[src/rtl/vend_pkg.sv]
// Shared types and constants for the vending controller: state and coin encodings,
// credit/product-index widths and the greedy coin helpers.
package vend_pkg;

  localparam int CRED_W = 8;
  localparam int IDX_W  = 2;

  typedef enum logic [1:0] {
    ST_IDLE   = 2'd0,
    ST_VEND   = 2'd1,
    ST_CHANGE = 2'd2
  } state_t;

  typedef enum logic [1:0] {
    COIN_1  = 2'd0,
    COIN_5  = 2'd1,
    COIN_10 = 2'd2
  } coin_t;

  localparam logic [CRED_W-1:0] COIN_1_VAL  = 8'd1;
  localparam logic [CRED_W-1:0] COIN_5_VAL  = 8'd5;
  localparam logic [CRED_W-1:0] COIN_10_VAL = 8'd10;

  function automatic coin_t greedy_coin(input logic [CRED_W-1:0] v);
    coin_t c;
    if (v >= COIN_10_VAL) begin
      c = COIN_10;
    end else if (v >= COIN_5_VAL) begin
      c = COIN_5;
    end else begin
      c = COIN_1;
    end
    return c;
  endfunction

  function automatic logic [CRED_W-1:0] coin_value(input coin_t c);
    logic [CRED_W-1:0] v;
    case (c)
      COIN_1:  v = COIN_1_VAL;
      COIN_5:  v = COIN_5_VAL;
      COIN_10: v = COIN_10_VAL;
      default: v = 8'd0;
    endcase
    return v;
  endfunction

endpackage

[src/rtl/vend_change.sv]
// Change payout engine: holds the remaining change and emits greedy coin pulses
// spaced by CHG_GAP cycles; done pulses alongside the coin that empties the balance.
module vend_change
  import vend_pkg::*;
#(
  parameter int CHG_GAP = 4
) (
  input  logic              clk_i,
  input  logic              rst_ni,
  input  logic              load_i,
  input  logic [CRED_W-1:0] load_val_i,
  input  logic              start_i,
  output logic              chg_vld_o,
  output logic [1:0]        chg_coin_o,
  output logic              done_o
);

  localparam int GAP_W = $clog2(CHG_GAP);
  localparam logic [GAP_W-1:0] GAP_RELOAD = GAP_W'(CHG_GAP - 1);

  logic [CRED_W-1:0] rem_q, rem_d;
  logic [GAP_W-1:0]  gap_q, gap_d;
  logic              active_q, active_d;
  logic              vld_q, vld_d;
  coin_t             coin_q, coin_d;
  logic              done_q, done_d;

  logic [CRED_W-1:0] eff_s;
  coin_t             coin_s;
  logic              fire_s;

  // Next-state: a start (possibly with a same-cycle load) fires at once; later coins wait out the gap.
  always_comb begin
    eff_s    = load_i ? load_val_i : rem_q;
    coin_s   = greedy_coin(eff_s);
    if (start_i) begin
      fire_s = (eff_s != 8'd0);
    end else if (active_q) begin
      fire_s = (gap_q == GAP_W'(0)) && (rem_q != 8'd0);
    end else begin
      fire_s = 1'b0;
    end
    rem_d    = eff_s;
    gap_d    = gap_q;
    active_d = active_q;
    vld_d    = 1'b0;
    coin_d   = COIN_1;
    done_d   = 1'b0;
    if (fire_s) begin
      rem_d    = eff_s - coin_value(coin_s);
      gap_d    = GAP_RELOAD;
      vld_d    = 1'b1;
      coin_d   = coin_s;
      done_d   = (rem_d == 8'd0);
      active_d = (rem_d != 8'd0);
    end else if (active_q && (gap_q != GAP_W'(0))) begin
      gap_d = gap_q - GAP_W'(1);
    end else begin
      gap_d = gap_q;
    end
  end

  // Payout state and registered coin strobe.
  always_ff @(posedge clk_i or negedge rst_ni) begin
    if (!rst_ni) begin
      rem_q    <= 8'd0;
      gap_q    <= GAP_W'(0);
      active_q <= 1'b0;
      vld_q    <= 1'b0;
      coin_q   <= COIN_1;
      done_q   <= 1'b0;
    end else begin
      rem_q    <= rem_d;
      gap_q    <= gap_d;
      active_q <= active_d;
      vld_q    <= vld_d;
      coin_q   <= coin_d;
      done_q   <= done_d;
    end
  end

  assign chg_vld_o  = vld_q;
  assign chg_coin_o = coin_q;
  assign done_o     = done_q;

endmodule

[src/rtl/vend_ctrl.sv]
// Vending machine sequencer: decodes select/cancel/timeout in IDLE, strobes the dispense,
// clears the money block and hands the change balance to vend_change for payout.
module vend_ctrl
  import vend_pkg::*;
#(
  parameter int PRICE0      = 15,
  parameter int PRICE1      = 25,
  parameter int PRICE2      = 30,
  parameter int PRICE3      = 50,
  parameter int TIMEOUT_CYC = 1000,
  parameter int CHG_GAP     = 4
) (
  input  logic       sclk,
  input  logic       srst_n,
  input  logic [3:0] sel,
  input  logic       cancel,
  input  logic [7:0] money_val,
  input  logic       money_flag,
  output logic       money_en,
  output logic       money_clr,
  output logic       disp_vld,
  output logic [1:0] disp_idx,
  output logic       short_err,
  output logic       chg_vld,
  output logic [1:0] chg_coin,
  output logic       busy
);

  localparam int TO_W = $clog2(TIMEOUT_CYC + 1);
  localparam logic [TO_W-1:0] TO_LAST = TO_W'(TIMEOUT_CYC - 1);

  state_t            state_q;
  logic              money_en_q, money_clr_q, disp_vld_q, short_err_q, busy_q, vend_chg_q;
  logic [IDX_W-1:0]  disp_idx_q;
  logic [TO_W-1:0]   to_cnt_q, to_cnt_d;

  logic              sel_any_s, sel_onehot_s, credit_nz_s, to_clr_s, to_fire_s;
  logic [IDX_W-1:0]  sel_idx_s;
  logic [CRED_W-1:0] price_s, vend_rem_s, chg_val_s;
  logic              act_refund_s, act_vend_s, act_short_s;
  logic              chg_load_s, chg_start_s, chg_done_s;

  // Front-panel decode; cancel outranks select, which outranks the idle timeout.
  always_comb begin
    sel_any_s    = (sel != 4'd0);
    sel_onehot_s = sel_any_s && ((sel & (sel - 4'd1)) == 4'd0);
    case (sel)
      4'b0001: sel_idx_s = 2'd0;
      4'b0010: sel_idx_s = 2'd1;
      4'b0100: sel_idx_s = 2'd2;
      4'b1000: sel_idx_s = 2'd3;
      default: sel_idx_s = 2'd0;
    endcase
    case (sel_idx_s)
      2'd0:    price_s = CRED_W'(PRICE0);
      2'd1:    price_s = CRED_W'(PRICE1);
      2'd2:    price_s = CRED_W'(PRICE2);
      2'd3:    price_s = CRED_W'(PRICE3);
      default: price_s = CRED_W'(PRICE0);
    endcase
    vend_rem_s   = money_val - price_s;
    credit_nz_s  = (money_val != 8'd0);
    to_clr_s     = money_flag || sel_any_s || cancel || !credit_nz_s;
    to_fire_s    = !to_clr_s && (to_cnt_q == TO_LAST);
    act_refund_s = (cancel && credit_nz_s) || to_fire_s;
    act_vend_s   = !cancel && sel_onehot_s && (money_val >= price_s);
    act_short_s  = !cancel && sel_any_s && !act_vend_s;
  end

  // Payout handshake: a refund loads and starts together, a vend loads now and starts from VEND.
  always_comb begin
    chg_load_s  = 1'b0;
    chg_start_s = 1'b0;
    chg_val_s   = vend_rem_s;
    if (state_q == ST_IDLE) begin
      if (act_refund_s) begin
        chg_load_s  = 1'b1;
        chg_start_s = 1'b1;
        chg_val_s   = money_val;
      end else if (act_vend_s) begin
        chg_load_s  = 1'b1;
      end else begin
        chg_load_s  = 1'b0;
      end
    end else if (state_q == ST_VEND) begin
      chg_start_s = vend_chg_q;
    end else begin
      chg_start_s = 1'b0;
    end
  end

  // Idle-credit timeout: runs only in IDLE while credit sits untouched.
  always_comb begin
    if ((state_q != ST_IDLE) || to_clr_s || to_fire_s) begin
      to_cnt_d = TO_W'(0);
    end else begin
      to_cnt_d = to_cnt_q + TO_W'(1);
    end
  end

  // Timeout counter register.
  always_ff @(posedge sclk or negedge srst_n) begin
    if (!srst_n) begin
      to_cnt_q <= TO_W'(0);
    end else begin
      to_cnt_q <= to_cnt_d;
    end
  end

  // Main sequencer with registered panel/money/dispense outputs.
  always_ff @(posedge sclk or negedge srst_n) begin
    if (!srst_n) begin
      state_q     <= ST_IDLE;
      money_en_q  <= 1'b1;
      money_clr_q <= 1'b0;
      disp_vld_q  <= 1'b0;
      disp_idx_q  <= 2'd0;
      short_err_q <= 1'b0;
      busy_q      <= 1'b0;
      vend_chg_q  <= 1'b0;
    end else begin
      money_clr_q <= 1'b0;
      disp_vld_q  <= 1'b0;
      disp_idx_q  <= 2'd0;
      short_err_q <= 1'b0;
      case (state_q)
        ST_IDLE: begin
          if (act_refund_s) begin
            state_q     <= ST_CHANGE;
            money_clr_q <= 1'b1;
            money_en_q  <= 1'b0;
            busy_q      <= 1'b1;
          end else if (act_vend_s) begin
            state_q     <= ST_VEND;
            money_clr_q <= 1'b1;
            disp_vld_q  <= 1'b1;
            disp_idx_q  <= sel_idx_s;
            money_en_q  <= 1'b0;
            busy_q      <= 1'b1;
            vend_chg_q  <= (vend_rem_s != 8'd0);
          end else begin
            state_q     <= ST_IDLE;
            short_err_q <= act_short_s;
            money_en_q  <= 1'b1;
            busy_q      <= 1'b0;
          end
        end
        ST_VEND: begin
          if (vend_chg_q) begin
            state_q    <= ST_CHANGE;
            money_en_q <= 1'b0;
            busy_q     <= 1'b1;
          end else begin
            state_q    <= ST_IDLE;
            money_en_q <= 1'b1;
            busy_q     <= 1'b0;
          end
        end
        ST_CHANGE: begin
          if (chg_done_s) begin
            state_q    <= ST_IDLE;
            money_en_q <= 1'b1;
            busy_q     <= 1'b0;
          end else begin
            state_q    <= ST_CHANGE;
            money_en_q <= 1'b0;
            busy_q     <= 1'b1;
          end
        end
        default: begin
          state_q    <= ST_IDLE;
          money_en_q <= 1'b1;
          busy_q     <= 1'b0;
        end
      endcase
    end
  end

  vend_change #(
    .CHG_GAP (CHG_GAP)
  ) u_change (
    .clk_i      (sclk),
    .rst_ni     (srst_n),
    .load_i     (chg_load_s),
    .load_val_i (chg_val_s),
    .start_i    (chg_start_s),
    .chg_vld_o  (chg_vld),
    .chg_coin_o (chg_coin),
    .done_o     (chg_done_s)
  );

  assign money_en  = money_en_q;
  assign money_clr = money_clr_q;
  assign disp_vld  = disp_vld_q;
  assign disp_idx  = disp_idx_q;
  assign short_err = short_err_q;
  assign busy      = busy_q;

endmodule

[config.mk]
export PLATFORM = sky130hd
export DESIGN_NAME = vend_ctrl
export DESIGN_NICKNAME = d
export VERILOG_FILES = /design/src/rtl/vend_pkg.sv /design/src/rtl/vend_change.sv /design/src/rtl/vend_ctrl.sv
export SDC_FILE = /design/constraint.sdc
export NUM_CORES = 1
export LEC_CHECK = 0
export ABC_AREA = 1
export BUFFER_PORTS_ARGS = -buffer_cell sky130_fd_sc_hd__buf_2
export CAP_MARGIN = 20
export CORE_AREA = 2 2 58 87
export CTS_CLUSTER_SIZE = 16
export DETAILED_ROUTE_END_ITERATION = 6
export DIE_AREA = 0 0 60 89
export PLACE_DENSITY = 0.89
export SLEW_MARGIN = 20
export SYNTH_ARGS = -nofsm -noshare
export SYNTH_HDL_FRONTEND = slang
export SYNTH_HIERARCHICAL = 1
export SYNTH_SLANG_ARGS = --single-unit
export TNS_END_PERCENT = 10
[constraint.sdc]
create_clock -name sclk -period 9.3 [get_ports sclk]
set_input_delay 0.465 -clock sclk [delete_from_list [all_inputs] [get_ports sclk]]
set_output_delay 0.465 -clock sclk [all_outputs]
set_load 0.01 [all_outputs]
Word level (Yosys, flattened, before mapping)
Cells that the tools add are included.

storage, ports and cells
  bits in registers = 35
  logic and storage cells = 116

cells by class
  add/sub/neg operators = 5
  order comparisons = 3
  eq/ne operators = 11
  mux-type cells = 45
  bitwise gates (word level) = 2
  reduce and logical (&&, ||, !) cells = 35

operators with widths
  kind                   count
  $mux 8                 5
  $reduce_bool 8->1      5
  $pmux 8 s4             1
  $mux 1                 23
  $mux 2                 10
  $sub 8x8->8            2
  $pmux 2 s3             2
  $pmux 4 s3             1
  $add 10x1->10 const B  1
  $eq 10x10->1 const B   1
  $mux 10                1
  $logic_and 1x1->1      9
  $eq 2x2->1 const B     4
  $ge 8x3->1 const B     1
  $ge 8x4->1 const B     1
  $ge 8x8->1             1
  $logic_not 2->1        4
  $logic_not 8->1        1
  $eq 2x1->1 const B     3
  $logic_or 1x1->1       6
  $pmux 1 s3             2
  $reduce_bool 2->1      3
  $and 4x4->4            1
  $eq 4x2->1 const B     1
  other kinds (9)        12

Logic depth before layout (Yosys ltp)
  depth in word-level cells = 19
  gate-level depth with buffers = 32
  mapped depth without buffers = 32

Modules after synthesis
Netlist, hierarchy kept.

modules (own cells, without submodules)
  module       times used  cells an instance  area each (um^2)
  vend_ctrl    1           220                1502.7
  vend_change  1           165                1129.8

Least setup slack after synthesis
OpenSTA, ideal clock, no wires.

  path type = in2reg
  start = input port sel[2]
  end = register u_change.active_q
  library setup time = 118 ps
  arrival time = 4226 ps
  required time = 9182 ps
  setup slack = 4956 ps
  stages = 27
  cells stage by stage = nor2_2 -> inv_1 -> nor3_1 -> inv_1 -> fa_1 -> inv_1 -> nand2_1 -> nand2_1 -> nand3_1 -> nand4_1 -> nand4_1 -> nand2_1 -> buf_6 -> nand2_1 -> nand2_2 -> nand2_4 -> nor3_1 -> ha_1 -> inv_1 -> fa_1 -> xor2_1 -> nor2_1 -> nand3_1 -> nor2_1 -> nand3_2 -> nor2_2 -> nor2_2

on the way
  longest elaborated chain between the ends = 18

ends and longest elaborated chain
  what                                               line                              RTL
  start: declaration                                 vend_ctrl.sv:15                   input logic [3:0] sel,
  $eq 4x4->1, or another cell as far along           vend_ctrl.sv:47                   case (sel)
  $pmux 2 s3, or another cell as far along           vend_ctrl.sv:47
  $eq 2x2->1, or another cell as far along           vend_ctrl.sv:54                   case (sel_idx_s)
  $pmux 8 s4, or another cell as far along           vend_ctrl.sv:54
  $ge 8x8->1, or another cell as far along           vend_ctrl.sv:66                   act_vend_s = !cancel && sel_onehot_s && (money_val >= price_s);
  $logic_and 1x1->1 (on tied branches)               vend_ctrl.sv:66, vend_ctrl.sv:64
  $mux 1 / $logic_or 1x1->1 (equally long branches)  vend_ctrl.sv:80, vend_ctrl.sv:65
  $mux 1 *                                           n/a
  [... 1 more ...]                                   n/a
  via chg_load_s                                     vend_ctrl.sv:41                   logic chg_load_s, chg_start_s, chg_done_s;
  [... 1 more ...]                                   n/a
  $ge 8x3->1                                         vend_pkg.sv:28                    end else if (v >= COIN_5_VAL) begin
  $mux 1                                             vend_pkg.sv:28
  $mux 2                                             vend_pkg.sv:26                    if (v >= COIN_10_VAL) begin
  $eq 2x2->1, or another cell as far along           vend_pkg.sv:38                    case (c)
  $pmux 4 s3                                         vend_pkg.sv:38
  $mux 8                                             vend_change.sv:49                 if (fire_s) begin
  $sub 8x8->8                                        vend_change.sv:50                 rem_d = eff_s - coin_value(coin_s);
  $reduce_bool 8->1                                  vend_change.sv:55                 active_d = (rem_d != 8'd0);
  end signal: assignment                             vend_change.sv:75                 active_q <= active_d;
  end: declaration                                   vend_change.sv:23                 logic active_q, active_d;

Mark *: on every way through the listed nets, which the timed path passes. The rest lies on a longest branch. The select of a mux whose other input is x is not followed.
A chain may end at the register's enable or synchronous reset.

Worst setup path after layout
Ends and elaborated chain as after synthesis.

==> results.cfg <==
[yosys]
synth_area_sq_mm = 0.00263
synth.area.top_cells = dfrtp_1, nand2_1, inv_1
yosys_warnings = 6
ys_seq_area_share_pct = 33.3
synthArstFlopShare_pct = 100
synthDistinctLibCells = 32
postSynthCellCount = 385
yosysTopAreaCell = dfrtp_1
mappedNetlistNets = 415
synth.most_common_cell = nand2_1
synth_common_cells = nand2_1, inv_1, nor2_1
ys_ff_latch = 35
syn_avg_cell_area_sq_um = 6.84
synth_top_area_share_pct = 32.3
synth-edff-count = 0
synth_flop_cell = dfrtp_1

[sta]
period_share_pct = 53.7
tns_ns = 0
hold_viol = 0
drv_slew = 0
fin_skew_ns = 0.00836
max_freq_mhz = 200
period_minus_slack_ns = 5.00
rsz0062_at_grt = no
tightest_slew_ns = 0.788
setup-violations-final = 0
relSlewSlack_pct = 47.4

[clocking]
numCtsBuffers = 5
postCtsSetupRepairBufs = 0
cts_max_path_buffers = 2
clk_pin_slew_worst_paths_ns = 0.07
cts-htree-levels = 2
cts_resized = 0
worstSkewPairLatency_ns = 0.29
cts-hold-fix-buffers = 0
cts_sinks = 35
cts_tree = built
ctsRootBufferMaster = clkbuf_8

[final_layout]
antenna_cells = 0
syn2layout_area_growth_pct = 9.89
ff_latch_area_sq_um = 877
nFillCells = 411
multi_input_area_sq_mm = 0.00145
drive_gt1_share_pct = 16.9
layout.nets = 444

[run]
cap_violations = 0

[setup_path]
critPathMaxFanout = 10
crit_arrival_ns = 5.18
worstPathRequired_ns = 9.48
start_kind = primary input
end_kind = flip-flop
criticalPathCategory = in2reg

[floorplanning]
die_h_um = 89
core_sq_mm = 0.00454
io_pins = 26
die_x_um = 60
row_count = 30
start_util_pct = 58.0
die_area_sq_mm = 0.00534

[place]
routabilityCongestion = 0.977
port_buffers = 25
hpwl_um = 4560

[run_status]
outcome = finished clean

[pwr]
ir_worst_vdd_mv = 0.0703
p_leak_nw = 1.64
p_total_uw = 305
p_per_area_mw_per_mm2 = 106

[global_routing]
grt_pass1_vias = 2405
grt_max_degree = 36
gr-total-overflow = 0
antenna_found_initial = 0
grt_pass1_wl_um = 9540
grtUsageTotal_pct = 23.6

[route]
drc_errors = 0
first_pass_iters = 4
ant_nets = 0
finalWirelength_um = 5770
vias_per_cell = 5.06
via_count = 2425
wl_per_cell_um = 12.0
drt-initial-drc-count = 120

[worst_hold_path]
hp-class = in2async
==> through the flow <==
stage / util [%] / cells / setup slack, ns / instance area (sq um) / hold WS, ns
6_report: 63.7 / 479 / 4.30 / 2890 / 0.250
4_1_cts: 63.7 / 479 / 4.33 / 2890 / 0.275
3_3_place_gp: 61.7 / 471 / 4.28 / 2800 / 0.446
2_1_floorplan: - / 385 / 4.96 / 2630 / 0.169
5_1_grt: 63.7 / 479 / 3.87 / 2890 / 0.306
3_5_place_dp: 61.7 / 471 / 4.06 / 2800 / 0.466
==> report_power, final <==
group	internal (mW)	switching [mW]
Combinational	0.0155	0.0285
Clock	0.0521	0.0571
Sequential	0.152	0
==> sequential cells by signal, summed over array words and instances, names as in the netlist, 2 cells and up <==
register / cells
u_change/rem_q: 8
state_q: 2
disp_idx: 2
u_change/gap_q: 2
to_cnt_q: 10
u_change/chg_coin_o: 2
==> area by class of cell <==
cell class | count | share of cell area (%)
clock buffer | 5 | 2.38
clock inverter | 3 | 0.692
inverter | 71 | 9.47
multi-input combinational | 276 | 50.0
sequential | 35 | 30.3
tap | 64 | 2.77
timing repair buffer | 25 | 4.33
==> worst max-delay path: stages <==
cell,delay [ns]
buf_2,0.12
nor2_2,0.16
inv_1,0.07
nor3_1,0.32
inv_1,0.14
nand2_1,0.14
inv_1,0.06
ha_1,0.36
nand2_1,0.09
inv_1,0.10
nand3_1,0.11
nand4_1,0.12
nand4_1,0.25
nand2_1,0.43
nand2_1,0.17
nand2_2,0.16
nand2_4,0.08
nor3_1,0.40
ha_1,0.23
inv_1,0.06
fa_1,0.40
xor2_1,0.19
nor2_1,0.12
nand3_1,0.09
nor2_1,0.12
nand3_2,0.09
nor2_2,0.12
nor2_2,0.04
==> worst paths after layout <==
| kind | cells past startpoint | from | slack [ns] | end |
|---|---|---|---|---|
| worst max-delay path | 28 | sel[2] | 4.30 | u_change/active_q$_DFFE_PN0N_ |
| worst min-delay path | 1 | srst_n | 0.25 | u_change/rem_q[3]$_DFF_PN0_ |
| worst max register to register | 21 | to_cnt_q[0]$_DFF_PN0_ | 5.00 | u_change/active_q$_DFFE_PN0N_ |
| worst min register to register | 1 | to_cnt_q[0]$_DFF_PN0_ | 0.47 | to_cnt_q[0]$_DFF_PN0_ |
| max in group asynchronous | 1 | srst_n | 8.55 | u_change/rem_q[6]$_DFF_PN0_ |
| min in group sclk | 1 | to_cnt_q[0]$_DFF_PN0_ | 0.47 | to_cnt_q[0]$_DFF_PN0_ |
==> cells by family (layout without fill, tap and decap cells) <==
| group | after synthesis | after routing | synth area share [%] |
|---|---|---|---|
| fa+ha+maj | 14 | 14 | 7.22 |
| flops | 35 | 35 | 33.3 |
| buf+inv | 74 | 104 | 11.7 |
| simple gates | 228 | 228 | 39.7 |
| compound gates | 29 | 29 | 6.37 |
| xor+xnor | 5 | 5 | 1.66 |
==> cell usage in the layout (no fill, tap or decap), drive strengths merged <==
| master | count |
|---|---|
| xor2 | 3 |
| dfstp | 1 |
| xnor2 | 2 |
| nor2 | 45 |
| and3 | 2 |
| inv | 71 |
| clkbuf | 5 |
| nand3b | 1 |
| o21bai | 1 |
| clkinvlp | 2 |
| ha | 12 |
| o21ai | 16 |
| nand2b | 1 |
| nand4 | 8 |
| clkinv | 1 |
| or2 | 2 |
| nand2 | 125 |
| a211oi | 2 |
| nand3 | 34 |
| buf | 25 |
| nor3 | 6 |
| nor3b | 4 |
| fa | 2 |
| a21oi | 10 |
| dfrtp | 34 |
==> per-layer routing <==
layer | routed length (um) | GRT usage, %
met5 | 0 | 0
met1 | 2290 | 23.5
met2 | 3130 | 45.0
met4 | 193 | 14.7
met3 | 147 | 2.32
Note: power is estimated with default switching activity, not from simulation.
